<file path="src/rtl/alu_pkg.sv">
// Shared ALU function codes, MIPS opcodes and instruction-field helpers.
// The execute ALU imports the same constants so both ends agree on the encoding.
package alu_pkg;

    localparam logic [5:0] ALU_SLL   = 6'b000000;
    localparam logic [5:0] ALU_SRL   = 6'b000010;
    localparam logic [5:0] ALU_SRA   = 6'b000011;
    localparam logic [5:0] ALU_SLLV  = 6'b000100;
    localparam logic [5:0] ALU_SRLV  = 6'b000110;
    localparam logic [5:0] ALU_SRAV  = 6'b000111;
    localparam logic [5:0] ALU_ADD   = 6'b100000;
    localparam logic [5:0] ALU_ADDU  = 6'b100001;
    localparam logic [5:0] ALU_SUB   = 6'b100010;
    localparam logic [5:0] ALU_SUBU  = 6'b100011;
    localparam logic [5:0] ALU_AND   = 6'b100100;
    localparam logic [5:0] ALU_OR    = 6'b100101;
    localparam logic [5:0] ALU_XOR   = 6'b100110;
    localparam logic [5:0] ALU_NOR   = 6'b100111;
    localparam logic [5:0] ALU_SLT   = 6'b101010;
    localparam logic [5:0] ALU_SLTU  = 6'b101011;
    localparam logic [5:0] ALU_LUI   = 6'b111100;
    localparam logic [5:0] ALU_ROTR  = 6'b111110;
    localparam logic [5:0] ALU_ROTRV = 6'b111111;

    localparam logic [5:0] OP_RTYPE = 6'b000000;
    localparam logic [5:0] OP_ADDI  = 6'b001000;
    localparam logic [5:0] OP_ADDIU = 6'b001001;
    localparam logic [5:0] OP_SLTI  = 6'b001010;
    localparam logic [5:0] OP_SLTIU = 6'b001011;
    localparam logic [5:0] OP_ANDI  = 6'b001100;
    localparam logic [5:0] OP_ORI   = 6'b001101;
    localparam logic [5:0] OP_XORI  = 6'b001110;
    localparam logic [5:0] OP_LUI   = 6'b001111;

    typedef enum logic [1:0] {OP1_RS, OP1_SHAMT, OP1_RS_LOW5, OP1_ZERO} op1_sel_e;
    typedef enum logic [1:0] {OP2_RT, OP2_IMM, OP2_ZERO} op2_sel_e;
    typedef enum logic {EXT_SIGN, EXT_ZERO} ext_mode_e;

    function automatic logic [5:0] opcode_of(input logic [31:0] instr);
        return instr[31:26];
    endfunction

    function automatic logic [4:0] rt_of(input logic [31:0] instr);
        return instr[20:16];
    endfunction

    function automatic logic [4:0] rd_of(input logic [31:0] instr);
        return instr[15:11];
    endfunction

    function automatic logic [4:0] shamt_of(input logic [31:0] instr);
        return instr[10:6];
    endfunction

    function automatic logic [5:0] funct_of(input logic [31:0] instr);
        return instr[5:0];
    endfunction

endpackage

</file>
<file path="src/rtl/alu_dec_comb.sv">
// Pure combinational MIPS instruction decoder: ALU code, operand selects, destination.
// Optional rotate decode is enabled by defining ALU_DEC_ROTATE_EN.
module alu_dec_comb
    import alu_pkg::*;
(
    input  logic [31:0] instr,
    output logic [5:0]  alu_control,
    output op1_sel_e    op1_sel,
    output op2_sel_e    op2_sel,
    output ext_mode_e   ext_mode,
    output logic [4:0]  dest,
    output logic        reg_write,
    output logic        ovf_trap_en,
    output logic        illegal
);

    logic legal_s;

    // Opcode/funct decode; illegal encodings are squashed to all-zero controls at the end.
    always_comb begin
        alu_control = ALU_SLL;
        op1_sel     = OP1_ZERO;
        op2_sel     = OP2_ZERO;
        ext_mode    = EXT_SIGN;
        dest        = 5'd0;
        ovf_trap_en = 1'b0;
        legal_s     = 1'b1;
        reg_write   = 1'b0;
        case (opcode_of(instr))
            OP_RTYPE: begin
                alu_control = funct_of(instr);
                op1_sel     = OP1_RS;
                op2_sel     = OP2_RT;
                dest        = rd_of(instr);
                case (funct_of(instr))
                    ALU_ADD, ALU_SUB: ovf_trap_en = 1'b1;
                    ALU_ADDU, ALU_SUBU, ALU_AND, ALU_OR,
                    ALU_XOR, ALU_NOR, ALU_SLT, ALU_SLTU: ovf_trap_en = 1'b0;
                    ALU_SLL, ALU_SRA: op1_sel = OP1_SHAMT;
                    ALU_SRL: begin
                        op1_sel = OP1_SHAMT;
`ifdef ALU_DEC_ROTATE_EN
                        if (instr[21]) begin
                            alu_control = ALU_ROTR;
                        end else begin
                            alu_control = ALU_SRL;
                        end
`endif
                    end
                    ALU_SLLV, ALU_SRAV: op1_sel = OP1_RS_LOW5;
                    ALU_SRLV: begin
                        op1_sel = OP1_RS_LOW5;
`ifdef ALU_DEC_ROTATE_EN
                        if (instr[6]) begin
                            alu_control = ALU_ROTRV;
                        end else begin
                            alu_control = ALU_SRLV;
                        end
`endif
                    end
                    default: legal_s = 1'b0;
                endcase
            end
            OP_ADDI, OP_ADDIU, OP_SLTI, OP_SLTIU,
            OP_ANDI, OP_ORI, OP_XORI, OP_LUI: begin
                op1_sel = OP1_RS;
                op2_sel = OP2_IMM;
                dest    = rt_of(instr);
                case (opcode_of(instr))
                    OP_ADDI: begin
                        alu_control = ALU_ADD;
                        ovf_trap_en = 1'b1;
                    end
                    OP_ADDIU: alu_control = ALU_ADDU;
                    OP_SLTI:  alu_control = ALU_SLT;
                    OP_SLTIU: alu_control = ALU_SLTU;
                    OP_ANDI: begin
                        alu_control = ALU_AND;
                        ext_mode    = EXT_ZERO;
                    end
                    OP_ORI: begin
                        alu_control = ALU_OR;
                        ext_mode    = EXT_ZERO;
                    end
                    OP_XORI: begin
                        alu_control = ALU_XOR;
                        ext_mode    = EXT_ZERO;
                    end
                    default: begin
                        alu_control = ALU_LUI;
                        ext_mode    = EXT_ZERO;
                    end
                endcase
            end
            default: legal_s = 1'b0;
        endcase

        if (!legal_s) begin
            alu_control = 6'b000000;
            op1_sel     = OP1_ZERO;
            op2_sel     = OP2_ZERO;
            dest        = 5'd0;
            ovf_trap_en = 1'b0;
            reg_write   = 1'b0;
        end else begin
            reg_write = (dest != 5'd0);
        end
        illegal = !legal_s;
    end

endmodule

</file>
<file path="src/rtl/id_ex_alu_decode.sv">
// ID/EX registered decode stage: operand muxing and a one-entry valid/ready register.
// Optional rotate decode: define ALU_DEC_ROTATE_EN.
module id_ex_alu_decode
    import alu_pkg::*;
#(
    parameter int DATA_W = 32,
    parameter int REG_W  = 5
) (
    input  logic              i_clk,
    input  logic              i_rst_n,
    input  logic              i_valid,
    output logic              o_ready,
    input  logic [31:0]       i_instr,
    input  logic [DATA_W-1:0] i_rs_data,
    input  logic [DATA_W-1:0] i_rt_data,
    input  logic              i_flush,
    output logic              o_valid,
    input  logic              i_ready,
    output logic [5:0]        o_alu_control,
    output logic [DATA_W-1:0] o_op1,
    output logic [DATA_W-1:0] o_op2,
    output logic [REG_W-1:0]  o_dest,
    output logic              o_reg_write,
    output logic              o_ovf_trap_en,
    output logic              o_illegal
);

    logic [5:0]        alu_control_s;
    op1_sel_e          op1_sel_s;
    op2_sel_e          op2_sel_s;
    ext_mode_e         ext_mode_s;
    logic [4:0]        dest_s;
    logic              reg_write_s;
    logic              ovf_trap_en_s;
    logic              illegal_s;
    logic [DATA_W-1:0] op1_s;
    logic [DATA_W-1:0] op2_s;
    logic              load_s;

    logic              valid_r;
    logic [5:0]        alu_control_r;
    logic [DATA_W-1:0] op1_r;
    logic [DATA_W-1:0] op2_r;
    logic [REG_W-1:0]  dest_r;
    logic              reg_write_r;
    logic              ovf_trap_en_r;
    logic              illegal_r;

    alu_dec_comb u_dec (
        .instr       (i_instr),
        .alu_control (alu_control_s),
        .op1_sel     (op1_sel_s),
        .op2_sel     (op2_sel_s),
        .ext_mode    (ext_mode_s),
        .dest        (dest_s),
        .reg_write   (reg_write_s),
        .ovf_trap_en (ovf_trap_en_s),
        .illegal     (illegal_s)
    );

    // Operand muxes driven by the decoder selects.
    always_comb begin
        op1_s = {DATA_W{1'b0}};
        op2_s = {DATA_W{1'b0}};
        case (op1_sel_s)
            OP1_RS:      op1_s = i_rs_data;
            OP1_SHAMT:   op1_s = {{(DATA_W-5){1'b0}}, shamt_of(i_instr)};
            OP1_RS_LOW5: op1_s = {{(DATA_W-5){1'b0}}, i_rs_data[4:0]};
            default:     op1_s = {DATA_W{1'b0}};
        endcase
        case (op2_sel_s)
            OP2_RT: op2_s = i_rt_data;
            OP2_IMM: begin
                if (ext_mode_s == EXT_SIGN) begin
                    op2_s = {{(DATA_W-16){i_instr[15]}}, i_instr[15:0]};
                end else begin
                    op2_s = {{(DATA_W-16){1'b0}}, i_instr[15:0]};
                end
            end
            default: op2_s = {DATA_W{1'b0}};
        endcase
    end

    assign o_ready = !valid_r || i_ready;
    assign load_s  = i_valid && o_ready;

    // Pipeline register: flush beats load, load beats drain, otherwise hold.
    always_ff @(posedge i_clk or negedge i_rst_n) begin
        if (!i_rst_n) begin
            valid_r       <= 1'b0;
            alu_control_r <= 6'b000000;
            op1_r         <= {DATA_W{1'b0}};
            op2_r         <= {DATA_W{1'b0}};
            dest_r        <= {REG_W{1'b0}};
            reg_write_r   <= 1'b0;
            ovf_trap_en_r <= 1'b0;
            illegal_r     <= 1'b0;
        end else if (i_flush) begin
            valid_r <= 1'b0;
        end else if (load_s) begin
            valid_r       <= 1'b1;
            alu_control_r <= alu_control_s;
            op1_r         <= op1_s;
            op2_r         <= op2_s;
            dest_r        <= dest_s;
            reg_write_r   <= reg_write_s;
            ovf_trap_en_r <= ovf_trap_en_s;
            illegal_r     <= illegal_s;
        end else if (i_ready) begin
            valid_r <= 1'b0;
        end else begin
            valid_r <= valid_r;
        end
    end

    assign o_valid       = valid_r;
    assign o_alu_control = alu_control_r;
    assign o_op1         = op1_r;
    assign o_op2         = op2_r;
    assign o_dest        = dest_r;
    assign o_reg_write   = reg_write_r;
    assign o_ovf_trap_en = ovf_trap_en_r;
    assign o_illegal     = illegal_r;

endmodule

</file>
<file path="config.mk">
export PLATFORM = sky130hd
export DESIGN_NAME = id_ex_alu_decode
export DESIGN_NICKNAME = d
export VERILOG_FILES = /design/src/rtl/alu_pkg.sv /design/src/rtl/alu_dec_comb.sv /design/src/rtl/id_ex_alu_decode.sv
export SDC_FILE = /design/constraint.sdc
export NUM_CORES = 1
export LEC_CHECK = 0
export CAP_MARGIN = 20
export CORE_MARGIN = 2
export CORE_UTILIZATION = 42
export DETAILED_ROUTE_END_ITERATION = 10
export PLACE_DENSITY = 0.87
export SKIP_LAST_GASP = 1
export SYNTH_ARGS = -nofsm -noshare
export SYNTH_HDL_FRONTEND = slang
export SYNTH_HIERARCHICAL = 1
export SYNTH_SLANG_ARGS = --single-unit
</file>
<file path="constraint.sdc">
create_clock -name i_clk -period 1.7 [get_ports i_clk]
set_input_delay 0.17 -clock i_clk [delete_from_list [all_inputs] [get_ports i_clk]]
set_output_delay 0.17 -clock i_clk [all_outputs]
set_load 0.01 [all_outputs]
</file>
## Word-level counts from Yosys, hierarchy flattened

Cells that the tools add are included.

| cells by class | value |
|---|---|
| reduce and logical (&&, ||, !) cells | 17 |
| equal/unequal tests | 26 |
| muxes and demuxes | 25 |
| bitwise gates (word level) | 1 |

Operators by type and width:

| operator | count |
|---|---|
| $pmux 32 s3 | 1 |
| $pmux 32 s2 | 1 |
| $eq 6x6->1 const B | 10 |
| $eq 6x4->1 const B | 8 |
| $pmux 5 s7 | 1 |
| $mux 32 | 1 |
| $eq 6x3->1 const B | 3 |
| $reduce_or 16->1 | 1 |
| $eq 6x2->1 const B | 2 |
| $logic_not 6->1 | 2 |
| $pmux 2 s2 | 3 |
| $pmux 6 s2 | 1 |
| $mux 1 | 10 |
| $pmux 5 s2 | 1 |
| $reduce_or 8->1 | 1 |
| $mux 6 | 1 |
| $reduce_or 3->1 | 2 |
| $mux 5 | 1 |
| $reduce_bool 5->1 | 1 |
| $eq 2x1->1 const B | 2 |
| $logic_not 2->1 | 2 |
| $mux 2 | 2 |
| $pmux 1 s2 | 2 |
| $reduce_or 4->1 | 1 |
| other kinds (8) | 9 |

| word-level totals | value |
|---|---|
| output and inout port bits | 80 |
| input bits | 101 |
| register bits after elaboration | 79 |

## Longest topological paths before layout

Gate-level depths: netlist (run 1).

| depth | value |
|---|---|
| word-level depth | 7 |
| gate-level depth with buffers | 10 |

## Cells and area by module

Netlist (run 1), hierarchy kept.

Modules (own cells, without submodules):

| module | area an instance (µm²) | times used | cells each |
|---|---|---|---|
| id_ex_alu_decode | 3624.7 | 1 | 322 |
| alu_dec_comb | 329.1 | 1 | 44 |

## Least setup slack after synthesis (run 1)

OpenSTA, ideal clock, no wires.

| timing path | value |
|---|---|
| kind | input to register |
| start point | input port i_instr[31] |
| end point | register op1_r[2], in the netlist o_op1[2] |
| setup slack | -0.232 ns |
| data required time | 1.575 ns |
| arrival time | 1.807 ns |
| setup time | 0.125 ns |
| cell stages on the path | 8 |
| cells stage by stage | nor4_4 nor4b_4 o21a_4 buf_6 o22ai_1 nor2b_1 a22o_1 mux2_4 |

| between the ends | value |
|---|---|
| cells in the longest elaborated chain, start to end | 6 |
| elaborated cells on any way between the ends | 17 |

RTL lines:

| element | RTL line | RTL |
|---|---|---|
| from (decl) | id_ex_alu_decode.sv:13 | `input logic [31:0] i_instr,` |
| $eq 6x4->1 | alu_dec_comb.sv:29 | `case (opcode_of(instr))` |
| $reduce_or 8->1 | alu_dec_comb.sv:29 |  |
| $pmux 2 s2 or $pmux 1 s2 (tied branches) | alu_dec_comb.sv:29 |  |
| $mux 2 * | alu_dec_comb.sv:98 | `if (!legal_s) begin` |
| named net op1_sel_s[0] | id_ex_alu_decode.sv:29 | `op1_sel_e op1_sel_s;` |
| $eq 2x2->1, or another cell as far along | id_ex_alu_decode.sv:65 | `case (op1_sel_s)` |
| $pmux 32 s3 * | id_ex_alu_decode.sv:65 |  |
| to (signal assigned) | id_ex_alu_decode.sv:92 | `op1_r <= {DATA_W{1'b0}};` |
| to (signal assigned) | id_ex_alu_decode.sv:103 | `op1_r <= op1_s;` |
| to (decl) | id_ex_alu_decode.sv:42 | `logic [DATA_W-1:0] op1_r;` |

Mark *: on every way through the listed nets, which the timed path passes. The rest lies on a longest branch.
A chain may end at the register's enable or synchronous reset.

## Worst setup path after layout (run 1)

| timing path | value |
|---|---|
| start point | input port i_instr[5] |
| end point | register op1_r[0], in the netlist o_op1[0] |

| between the ends | value |
|---|---|
| cells in the longest elaborated chain, start to end | 7 |
| elaborated cells on any way between the ends | 28 |

RTL lines:

| element | RTL line | RTL |
|---|---|---|
| $eq 6x6->1, or another cell as far along | alu_dec_comb.sv:35 | `case (funct_of(instr))` |
| $reduce_or 16->1 (no source line) or $reduce_or 3->1 (tied branches) | - |  |
| $mux 1 or $pmux 2 s2 (tied branches) | alu_dec_comb.sv:35 |  |
| $pmux 1 s2 or $pmux 2 s2 (tied branches) | alu_dec_comb.sv:29 |  |
| $mux 2 * | alu_dec_comb.sv:98 |  |
| named net op1_sel_s[0] | id_ex_alu_decode.sv:29 |  |
| $eq 2x2->1, or another cell as far along | id_ex_alu_decode.sv:65 |  |
| $pmux 32 s3 * | id_ex_alu_decode.sv:65 |  |

Marks and branches as above.

==> qor.csv, run 1 <==
stage,metric,value,unit
status,status,"complete, but fails checks",
status,failing checks,setup timing,
timing,Max Clock Skew,0.009739,ns
critical_path,startpoint types,input port,
finish,Fillers,671,
detailed_routing,metal2 WL,6337,um
clock_tree,TritonCTS Sinks,79,
placed_design,port bufs,175,
yosys,number of distinct library cells after synthesis,43,
finish,Inserted Diodes,0,
finish,area of the multi-input gates,1803,um^2
global_route,gr ovfl total,0,
detailed_routing,Via-to-Cell Ratio,5.511,
critical_path,"Largest delay share family, worst path",compound AO/OA/AOI/OAI gates,
detailed_routing,Detailed Route WL,12490,um
floorplan,I/O Pins,181,
global_route,global-route wire length before repair,19220,um
yosys,Yosys warnings,6,
critical_path,CP max FO,4,
global_route,vias in the first global route,3829,
critical_path,Critical Setup Path Class,in -> reg,
clock_tree,clk buf depth,2,
detailed_routing,initial drt markers,141,
finish,fin util,70.26,%
yosys,Synth Instances,366,
finish,Finished Layout Cells,691,
detailed_routing,Top Layer Used,met4,
critical_path,Worst R2R Path Depth,5,
global_route,initial antenna violation count,0,
power,Worst VDD drop,0.0004201,V
critical_path,"Cell Chain, Critical Path","dlygate4sd2_1, inv_1, a21oi_2, o21a_4, o22ai_4, buf_4, nor2b_4, a22o_1, mux2_4",
timing,worst slew pin tran,0.5251,ns
yosys,"EDFF count, synth",0,
floorplan,Die X,101.0,um
critical_path,slowest library cell on the worst path,dlygate4sd2_1,
clock_tree,H-tree levels,3,
critical_path,Buffers & Inverters on Critical Path,3,
floorplan,row cnt,35,
finish,Sequential cell area,1977,um^2
power,Pwr Density,682.3,nW/um^2
yosys,fraction of registers with async set or reset after synthesis,100.0,%
floorplan,die outline height,101.0,um
clock_tree,Worst-path clk slew,0.09,ns
floorplan,Starting Density,42.99,%
timing,max-slew violation count,0,
clock_tree,CTS tree,built,
global_route,Overall Global Routing Usage,23.98,%
finish,final net count,677,
yosys,syn nets,467,
placed_design,routability cong.,0.8996,
timing,Final Setup Violations,4,
detailed_routing,DRC Markers,0,
detailed_routing,Metal-1 WL,4854,um
critical_path,Worst EP arrival,1.98,ns
clock_tree,clk root buf,clkbuf_8,
placed_design,placed cells,665,
critical_path,CP Depth,9,
critical_path,Crit path largest cell delay,0.39,ns
power,Final Power,4.409,mW
critical_path,Setup crit end kind,flip-flop,
timing,final worst setup slack,-0.04543,ns
finish,layout cells sized above 1,22.24,%
clock_tree,"Clk Latency, worst-skew pair",0.35,ns
detailed_routing,Avg WL per Cell,18.08,um
flow_run,Max Cap Violations,0,
floorplan,die area,10210,um^2
power,Pleak,2.819,nW
detailed_routing,Via Count,3808,
yosys,mean post-synth cell area,10.80,um^2
timing,Max-slew headroom,64.99,%
critical_path,critical path data required time,1.94,ns
yosys,register area share after synthesis,50.00,%
timing,Max Freq,572.9,MHz
yosys,Syn Std Cell Area,3954,um^2
hold_path,worst hold-check path type,in -> async,
finish,area grow syn2layout,63.42,%
global_route,largest net degree at the start of global routing,61,
yosys,"Primary FF master, synth",dfrtp_1,
detailed_routing,met3 routed WL,964,um
detailed_routing,Pre-antenna DRT Iters,5,
yosys,#FFs+latches synth,79,
floorplan,CORE AREA,9196,um^2
timing,RSZ-0062 raised after global routing,true,
detailed_routing,post-route antenna net violation count,0,
timing,Fin. Hold Viols,0,
timing,crit path time final,1.745,ns
clock_tree,CTS Buf Count,9,
placed_design,post-DP HPWL,8682,um
timing,Tcrit/Tclk final,102.7,%
-- state kept, by name (all words and copies together), names as in the netlist --
signal / cells
o_illegal: 1
o_reg_write: 1
o_dest: 5
o_alu_control: 6
o_ovf_trap_en: 1
o_valid: 1
o_op2: 32
o_op1: 32
-- cell families (layout without fill, tap and decap cells) --
kind of cell           after synthesis  after routing  share of synthesized area (%)
buffers and inverters               50            263                          7.342
AOI/OAI and AO/OA                  145            145                          23.07
DFF                                 79             79                          50.00
and+or+nand+nor                     58             59                          9.462
muxes                               34             34                          10.13
-- final timing paths --
kind / slack [ns] / from / end
min: 0.33 / i_rst_n / o_op2[26]
min in group i_clk: 0.36 / i_rs_data[26] / o_op1[26]
max in group asynchronous: 0.74 / i_rst_n / o_op2[20]
max: -0.05 / i_instr[5] / o_op1[0]
min reg2reg: 0.51 / o_op1[25] / o_op1[25]
max reg2reg: 0.28 / o_valid / o_alu_control[2]
-- where the power goes --
part	internal, mW	total, mW	switching [mW]	leakage, nW
clock	0.817	1.51	0.689	0.105
sequential	1.96	2.00	0.0479	1.08
combinational	0.526	0.900	0.374	1.63
total	3.30	4.41	1.11	2.82
-- layout make-up --
type	count	area share [%]
clock buffer	9	1.917
inverter	20	1.162
clock inverter	6	1.336
timing repair buffer	228	34.93
sequential	79	30.60
multi-input combinational	238	27.90
tap	111	2.149
-- per-stage QoR --
stage                     setup TNS (ns)  setup WS [ns]  area (um^2)  hold WS [ns]
after floorplan                   -7.983        -0.2075         3976       -0.1256
after detailed placement          -46.76        -0.9343         6041        0.1746
after CTS                      -0.009709      -0.009709         6376        0.3384
after global routing              -1.097        -0.1088         6461        0.3616
final                            -0.1387       -0.04543         6461        0.3256
after global placement            -42.00        -0.8136         6041        0.1637
-- synthesized netlist by cell type (all sizes together) (2+ instances only) --
master	number	area share, %
a21o	2	0.44
a21oi	4	0.51
a22o	25	5.9
a32o	3	0.76
buf	16	4.0
clkbuf	14	1.5
dfrtp	79	50
inv	20	1.9
mux2	18	6.1
mux2i	16	4.1
nand2	31	2.9
nand2b	4	0.82
nor2	8	1.2
nor2b	2	0.51
nor3	2	0.54
nor4	2	0.70
o21ai	92	12
o31ai	16	3.0
or4	2	0.38
-- worst register-to-register path, stage by stage (launching register included) --
cell	delay, ns
dfrtp_1	0.39
nor2b_4	0.13
buf_4	0.15
nor2_8	0.13
buf_12	0.16
mux2_2	0.35
-- layout by cell type (no fill, tap or decap), types with 2 or more instances in the layout --
master           synthesis  routed
nor2b_4                  1       2
buf_12                   1       6
dfrtp_1                 79      79
clkdlybuf4s50_1          0     162
inv_2                    0       2
o21ai_1                  2      11
a21o_2                   2       2
a22o_1                  12      12
nor2_1                   6       5
mux2_2                   8       8
o31ai_1                 16      16
buf_4                    2      46
nand2_1                 31      30
dlymetal6s2s_1           0       4
or4_1                    2       2
clkbuf_8                 0       9
o21ai_0                 90      80
dlygate4sd2_1            0       4
mux2_4                  10      10
mux2i_1                 16      16
a32o_1                   3       3
nor2_4                   0       2
bufinv_16                0       2
clkinv_2                 0       2
inv_1                   20      18
a21oi_2                  0       2
nand2b_4                 1       2
a22o_2                  13      13
-- per-layer routing --
layer / track usage, % / up-vias
met5: 0 / -
met4: 8.628 / 0
met3: 6.865 / 28
met2: 41.23 / 180
met1: 28.67 / 1864
li1: - / 1736
-- repair_timing --
action / in CTS / in global routing
gates resized for setup: 27 / 21
endpoints found under the setup margin: 70 / 35
hold buffers: 1 / 0
pin swaps: 5 / 12
endpoints found under the hold margin: 39 / 0
buffers inserted: 6 / 2
gates cloned: 1 / 1
Power figures use the tool's default switching activity.
==> run 2, diff against run 1 <==
- CORE_UTILIZATION: 42 -> 43
- CTS_BUF_LIST: default -> sky130_fd_sc_hd__clkbuf_4
- PLACE_DENSITY: 0.87 -> 0.89
- SKIP_LAST_GASP: 1 -> default
==> run 2 against run 1 <==
Against the previous run: the run still ends with setup timing left; hold slack lost 0.10 ns; fmax up 2.3%; via count shrank 1.1%; critical path depth decreased by 1; sequential cell count unchanged; final cell count is 0.43% lower; count of clock-buffer cells in the layout rose by 2; total power is 8.0% lower; global-route usage is 0.96 points higher; design area fell by 0.68%; register-to-register slack got worse by 0.08 ns.
==> qor.csv, run 2 (synthesized netlist as in run 1, its figures left out) <==
stage,metric,value,unit,change
placed_design,DP Worst Slack,-0.7605,ns,was -0.9343 ns
power,Final Power,4.057,mW,was 4.409 mW
timing,max-slew violation count,0,,unchanged
timing,Max Freq,586.0,MHz,was 572.9 MHz
critical_path,critical path data required time,2.01,ns,was 1.94 ns
timing,worst slew pin tran,0.5355,ns,was 0.5251 ns
finish,final net count,676,,was 677
power,Pwr Density,632.2,nW/um^2,was 682.3 nW/um^2
timing,crit path time final,1.707,ns,was 1.745 ns
power,Pleak,2.807,nW,was 2.819 nW
critical_path,Worst EP arrival,2.01,ns,was 1.98 ns
global_route,largest net degree at the start of global routing,41,,was 61
clock_tree,CTS Buf Count,9,,unchanged
timing,Final Setup Violations,1,,was 4
power,clock share of power,28.3,%,was 34.2%
global_route,Overall Global Routing Usage,24.94,%,was 23.98%
critical_path,CP max FO,5,,was 4
critical_path,slowest library cell on the worst path,clkdlybuf4s50_1,,was dlygate4sd2_1
timing,Hold Slack,0.2225,ns,was 0.3256 ns
power,Worst VDD drop,0.0003811,V,was 0.0004201 V
placed_design,routability cong.,0.9101,,was 0.8996
detailed_routing,post-route antenna net violation count,0,,unchanged
power,Flop pwr share,49.4,%,was 45.4%
critical_path,r2r endpoint,o_op2[20],,was o_alu_control[2]
global_route,initial antenna violation count,0,,unchanged
global_route,global-route wire length before repair,19890,um,"was 19,220 um"
timing,Max-slew headroom,64.30,%,was 64.99%
timing,Fin. Hold Viols,0,,unchanged
floorplan,CORE AREA,8806,um^2,was 9196 um^2
floorplan,Die X,99.89,um,was 101.0 um
floorplan,die area,9978,um^2,"was 10,210 um^2"
critical_path,Setup crit end kind,flip-flop,,unchanged
floorplan,row cnt,34,,was 35
status,failing checks,setup timing,,unchanged
floorplan,die outline height,99.89,um,was 101.0 um
placed_design,port bufs,175,,unchanged
timing,RSZ-0062 raised after global routing,true,,unchanged
finish,area grow syn2layout,62.31,%,was 63.42%
critical_path,Setup crit start,i_instr[1],,was i_instr[5]
timing,Max Clock Skew,0.02096,ns,was 0.009739 ns
critical_path,CP Depth,8,,was 9
detailed_routing,Pre-antenna DRT Iters,5,,unchanged
critical_path,crit path capture,o_op1[0],,unchanged
flow_run,Max Cap Violations,0,,unchanged
finish,Inserted Diodes,0,,unchanged
clock_tree,clk buf depth,2,,unchanged
power,internal cell power,2.962,mW,was 3.298 mW
finish,Fillers,640,,was 671
global_route,vias in the first global route,4022,,"was 3,829"
critical_path,"Cell Chain, Critical Path","clkdlybuf4s50_1, inv_1, a211oi_2, nand2_1, o22ai_4, inv_2, a22o_1, mux2_4",,"was dlygate4sd2_1, inv_1, a21oi_2, o21a_4, o22ai_4, buf_4, nor2b_4, a22o_1, mux2_4"
clock_tree,TritonCTS Sinks,79,,unchanged
critical_path,startpoint types,input port,,unchanged
critical_path,Worst R2R Path Depth,6,,was 5
detailed_routing,Via Count,3766,,"was 3,808"
critical_path,Buffers & Inverters on Critical Path,3,,unchanged
finish,layout cells sized above 1,23.28,%,was 22.24%
critical_path,r2r setup slk,0.20,ns,was 0.28 ns
power,Sw Ratio,26.99,%,was 25.20%
critical_path,Crit path largest cell delay,0.50,ns,was 0.39 ns
finish,"most common cell after layout, fill and taps aside",clkdlybuf4s50_1,,unchanged
detailed_routing,initial drt markers,119,,was 141
status,status,"complete, but fails checks",,unchanged
clock_tree,"Clk Latency, worst-skew pair",0.43,ns,was 0.35 ns
timing,Tcrit/Tclk final,100.4,%,was 102.7%
clock_tree,H-tree levels,3,,unchanged
power,combinational share of power,22.2,%,was 20.4%
clock_tree,CTS tree,built,,unchanged
global_route,gr ovfl total,0,,unchanged
detailed_routing,DRC Markers,0,,unchanged
floorplan,Starting Density,44.90,%,was 42.99%
detailed_routing,Detailed Route WL,12800,um,"was 12,490 um"
clock_tree,Worst-path clk slew,0.13,ns,was 0.09 ns
critical_path,"Largest delay share family, worst path",compound AO/OA/AOI/OAI gates,,unchanged
power,sw power,1.095,mW,was 1.111 mW
detailed_routing,Via-to-Cell Ratio,5.474,,was 5.511
floorplan,I/O Pins,181,,unchanged
detailed_routing,Avg WL per Cell,18.60,um,was 18.08 um
timing,final worst setup slack,-0.006616,ns,was -0.04543 ns
hold_path,worst hold-check path type,in -> reg,,was in -> async
critical_path,reg2reg start,o_valid,,unchanged
critical_path,Critical Setup Path Class,in -> reg,,unchanged
finish,most frequent cells in the layout,"164 x clkdlybuf4s50_1, 79 x dfrtp_1, 64 x o21ai_0, 41 x buf_4, 26 x nand2_1",,"was 162 x clkdlybuf4s50_1, 80 x o21ai_0, 79 x dfrtp_1, 46 x buf_4, 30 x nand2_1"
clock_tree,clk root buf,clkbuf_4,,was clkbuf_8
placed_design,post-DP HPWL,9168,um,was 8682 um
run 2: power groups by stage:
stage | sequential (mW) | combinational [mW] | clock [mW]
2_1_floorplan | 2.07 | 0.271 | 0
3_3_place_gp | 2.04 | 0.850 | 0
3_5_place_dp | 2.04 | 0.874 | 0
4_1_cts | 2.01 | 0.879 | 1.17
5_1_grt | 2.02 | 0.960 | 1.27
6_report | 2.01 | 0.902 | 1.15
run 2: worst min-delay path by stage:
stage | start | end | slack, ns | cells past startpoint
after global routing | i_instr[3] | o_op2[3] | 0.21 | 3
after floorplan | i_rst_n | o_alu_control[0] | -0.13 | 0
final | i_instr[3] | o_op2[3] | 0.22 | 3
after global placement | i_rst_n | o_op2[31] | 0.17 | 1
after detailed placement | i_rst_n | o_op2[18] | 0.18 | 1
after CTS | i_rst_n | o_op2[18] | 0.25 | 2
run 2: per-layer routing:
metal,share of wire [%],track usage [%],vias up,routed length (um)
met5,0,0,-,0
li1,-,-,1737,-
met1,39,29.91,1851,5007
met4,1.7,8.008,0,219
met3,6.5,4.944,23,828
met2,53,45.06,155,6743
run 2: metrics by stage:
stage          utilization [%]  cells  cell area (um^2)   TNS (ns)
6_report                 72.88    688              6417  -0.006616
5_1_grt                  72.88    688              6417  -0.005759
4_1_cts                  70.66    680              6222    -0.1549
3_5_place_dp             68.76    661              6055     -43.81
3_3_place_gp             68.76    661              6055     -39.92
2_1_floorplan                -    366              3976     -7.983
run 2: area by class of cell:
type	instances	area, um^2	area share (%)
Tap cell	108	135.1	2.106
Inverter	20	75.07	1.170
Timing Repair Buffer	227	2278	35.50
Clock inverter	5	58.81	0.9164
Multi-Input combinational cell	238	1810	28.21
Clock buffer	11	82.58	1.287
Sequential cell	79	1977	30.81
run 2: worst reg2reg max path: cells and delay by family (launching register included):
family / cells / cell delay (ns)
buf+inv: 3 / 0.52
flops: 1 / 0.42
simple gates: 2 / 0.36
compound gates: 1 / 0.13
run 2: what timing repair did:
action,CTS,global route
hold buffers,1,0
hold endpoints to repair,39,0
endpoints found under the setup margin,65,62
buffers inserted,2,4
pin swaps,1,14
resized for setup,7,56
cloned,0,4
==> RTL change 1 (flow settings as in run 2) <==
Put one more register stage on the output `o_ovf_trap_en`. The value now appears one clock later. The other outputs are not delayed to match.
--- a/src/rtl/id_ex_alu_decode.sv
+++ b/src/rtl/id_ex_alu_decode.sv
@@ -119,7 +119,9 @@
     assign o_op2         = op2_r;
     assign o_dest        = dest_r;
     assign o_reg_write   = reg_write_r;
-    assign o_ovf_trap_en = ovf_trap_en_r;
+    always_ff @(posedge i_clk) begin
+        o_ovf_trap_en <= ovf_trap_en_r;
+    end
     assign o_illegal     = illegal_r;
 
 endmodule
Function: changed (a bounded check fails within 4 cycles, from zero or initial values and one cycle with i_rst_n low).
==> RTL change 1 against run 2 <==
  * Area after synthesis is 0.51% higher
  * Core utilization shrank 2.4 points
  * Highest routed layer unchanged
  * Cell count rose by 0.73%
  * Power grew 4.2%
  * Setup slack improved by 0.016 ns
  * Sequential cell count increased by 1
  * Design area is essentially flat
  * Routed wire length is 1.6% lower
  * Sequential share of layout area is 0.31 points higher
==> RTL change 1: results (changes against run 2) <==
status=completed; placed instance area=0.006073 mm2 (+0.31%); vias in the first global route=3853 (-4.2%); worst-path maximum fanout=8 (+3); Final min period=1.691 ns (-0.01557 ns); slowest stage delay, CP=0.44 ns (-0.06 ns); R2R Path End=o_op2[31]; Worst Max-Slew Pin Slew=0.3722 ns (-0.1633 ns); CP arrival=around 2 ns; synth top area cells=dfrtp_1 (50%), o21ai_0 (11%), mux2i_1 (4.0%); Placed Cells=666 (+0.76%); drt wl/cell=18.17 um (-2.3%); Final Wtd Congestion=0.8203 (-9.9%); Setup WS pre-CTS=-0.8336 ns (-0.07301 ns); pin count of the biggest net entering global routing=38 (-7.3%); Tot GR Track Use=24.87% (-0.067 points); CP delay by family, top=buffers and inverters; Leak Pwr=2.803 nW (-0.15%); HP Class=in -> async; Clock Skews=0.02163 ns (+0.0006691 ns); Fill cells=636 (-0.63%); non-filler instance count after layout=693 (+0.73%); DRT iter0 DRCs=151 (+27%); vias per std cell=5.519 (+0.83%); Final nets=678 (+0.30%); first-pass GRT wire length=19.69 mm (-1.0%); fraction of registers with async set/reset=98.75% (-1.2 points); crit path to=o_op2[27]; layout cells sized above 1=21.82% (-1.5 points); post-synth cell types=44 (+2.3%); r2r worst-path depth=7 (+1); Switch Pwr=1.094 mW (about the same); Synth Net Count=468 (+0.21%); Clock Latency Late Sink=0.41 ns (-0.02 ns); Reg2Reg Setup Slack=0.20 ns (about the same); maximum vdd ir drop=365.3 uV (-4.2%); register area share after synthesis=50.25% (+0.25 points)
-- RTL change 1: timing repair --
item                       CTS  global route
setup endpoints to repair   65            36
gates resized for setup     25            16
hold buffers                 1             0
pin swaps                    4             8
buffers inserted             6             2
hold endpoints to repair    58             0
gates cloned                 2             0
-- RTL change 1: how the worst min path moves through the flow --
stage / from / slack (ns) / end / depth (start not counted)
after CTS: i_rst_n / 0.16 / o_op2[16] / 2
after floorplan: i_rst_n / -0.13 / o_alu_control[0] / 0
after detailed placement: i_rst_n / 0.09 / o_op2[24] / 1
after global placement: i_rst_n / 0.08 / o_op2[27] / 1
final: i_rst_n / 0.19 / o_op2[22] / 2
after global routing: i_rst_n / 0.17 / o_op2[27] / 2
-- RTL change 1: cell families (layout without fill, tap and decap cells) --
| family | after synthesis | count (layout) | synth area share [%] |
|---|---|---|---|
| AO/OA/AOI/OAI | 145 | 145 | 22.95 |
| flip-flops | 80 | 80 | 50.25 |
| AND/OR/NAND/NOR | 58 | 59 | 9.414 |
| buffers and inverters | 50 | 264 | 7.305 |
| multiplexers | 34 | 34 | 10.08 |
-- RTL change 1: power by group through the flow --
stage               clock network (mW)  logic, mW  registers [mW]
floorplan                            0      0.271            2.09
global placement                     0      0.847            2.06
detailed placement                   0      0.870            2.06
CTS                               1.32      0.890            2.03
global route                      1.41      0.952            2.04
finish                            1.30      0.897            2.03
-- RTL change 1: layer usage --
metal	share of wire, %	routed length [um]	vias up	track usage, %
met5	0	0	-	0
met4	1.4	182	0	7.587
met3	6.7	844	23	5.362
met2	52	6550	190	43.88
met1	40	5016	1873	30.51
li1	-	-	1739	-
-- RTL change 1: area by class of cell --
| cell class | count | area share (%) |
|---|---|---|
| clock buffers | 11 | 1.287 |
| clock inverters | 5 | 1.267 |
| inverters | 20 | 1.170 |
| multi-input cells | 238 | 27.78 |
| flip-flops and latches | 80 | 31.11 |
| well taps | 111 | 2.164 |
| repair buffers | 228 | 35.22 |
-- RTL change 1: through the flow --
stage	util (%)	TNS [ns]	hold WS (ns)
2_1_floorplan	-	-7.983	-0.1256
3_3_place_gp	66.68	-41.85	0.07686
3_5_place_dp	66.68	-47.59	0.08826
4_1_cts	70.04	0	0.1635
5_1_grt	70.47	-1.266	0.1728
6_report	70.47	0	0.1887
==> RTL change 2 (settings of run 2) <==
Made on the original files. Build with the macro `ALU_DEC_ROTATE_EN` defined.
--- a/src/rtl/alu_dec_comb.sv
+++ b/src/rtl/alu_dec_comb.sv
@@ -1,5 +1,7 @@
 // Pure combinational MIPS instruction decoder: ALU code, operand selects, destination.
 // Optional rotate decode is enabled by defining ALU_DEC_ROTATE_EN.
+`define ALU_DEC_ROTATE_EN
+
 module alu_dec_comb
     import alu_pkg::*;
 (
Formal check against the unedited RTL: not equivalent (a bounded check fails within 4 cycles, from zero or initial values and one cycle with i_rst_n low).
==> RTL change 2 against run 2 <==
  * The run still ends with negative setup slack left
  * Setup slack worse by 0.058 ns
  * Combinational power up 3.0%
  * Sequential cell count unchanged
  * Power decreased by 3.0%
  * Global-route usage increased by 1.2 points
  * Area after synthesis grew 1.3%
  * Routed wire length is 5.5% higher
  * Register-to-register slack improved by 0.06 ns
  * Design area increased by 2.9%
  * Clock skew fell by 0.0056 ns
  * Synthesized cell count grew 3.6%
  * Critical path depth rose by 4
  * Largest power group unchanged
==> RTL change 2: results (changes against run 2) <==
status=finished with violations; failing checks=negative setup slack; Final Wtd Congestion=0.8745 (-3.9%); Synth Net Count=480 (+2.8%); Setup WS pre-CTS=-0.8381 ns (-0.07757 ns); Switch Pwr=1.127 mW (+3.0%); Global Route met3 Usage=5.409% (+0.46 points); first drt pass iteration count=4 (-1); Final setup viols=24 (+23); HP Class=in -> async; total number of vias=3985 (+5.8%); met1 Track Usage GR=32.43% (+2.5 points); crit path to=o_op1[11]; vias in the first global route=4159 (+3.4%); first-pass GRT wire length=20.58 mm (+3.4%); Clock Skews=0.01535 ns (-0.005609 ns); Tot GR Track Use=26.17% (+1.2 points); post-synthesis mux area share=10.28% (+0.15 points); placed instance area=0.006171 mm2 (+1.9%); Slew HR=65.79% (+1.5 points); met3 wire len=923 um (+11%); met2 GRT Util=44.55% (-0.51 points); synth cell count leaders=o21ai_0 (89), dfrtp_1 (79), nand2_1 (29); pin count of the biggest net entering global routing=42 (+2.4%); Reg2Reg Setup Slack=0.26 ns (+0.06 ns); worst-path maximum fanout=7 (+2); Comb pwr share=23.6% (+1.4 points); DRT iter0 DRCs=198 (+66%); CP max stage cell=or4_4; Post-Syn Instances=379 (+3.6%); Critical Path Start=i_instr[31]; R2R Path End=o_op2[26]; Final nets=699 (+3.4%); post-route setup TNS=-0.9494 ns (-0.9428 ns); worst hold margin=0.2366 ns (+0.01408 ns); PnR worst setup slack=-0.06474 ns (-0.05812 ns); PortBufs=176 (+0.57%); post-synth cell types=44 (+2.3%); maximum vdd ir drop=371.9 uV (-2.4%); DP HPWL=9.049 mm (-1.3%); CP arrival=2.07 ns (+0.06 ns); Placed Cells=684 (+3.5%); drt wl/cell=18.91 um (+1.6%); WL met2=6.923 mm (+2.7%); slowest stage delay, CP=0.55 ns (+0.05 ns); M1 WL=5.401 mm (+7.9%)
==> RTL change 2: repair_timing <==
action | 4_1_cts | 5_1_grt
cloned | 4 | 0
resized for setup | 73 | 21
pin swaps | 22 | 7
setup endpoints to repair | 75 | 51
hold buffers | 1 | 0
buffers inserted | 8 | 3
endpoints found under the hold margin | 38 | 0
==> RTL change 2: kinds of logic (layout without fill, tap and decap cells) <==
kind of cell,count (synthesis),count (layout)
AOI/OAI and AO/OA,151,151
buffers and inverters,49,272
DFF,79,79
muxes,35,35
and+or+nand+nor,65,66
==> RTL change 2: area by class of cell <==
cell class | count | area [um2]
clock buffers | 10 | 75.07
clock inverters | 6 | 43.79
fillers | 629 | 2550
inverters | 19 | 71.32
multi-input cells | 252 | 1944
flip-flops and latches | 79 | 1977
well taps | 111 | 138.9
repair buffers | 237 | 2352
==> RTL change 2: through the flow <==
step                power, mW  util (%)
floorplan               2.337         -
global placement        2.886     67.42
detailed placement      2.909     67.42
CTS                     3.947     71.73
global route            4.122     72.14
finish                  3.934     72.14
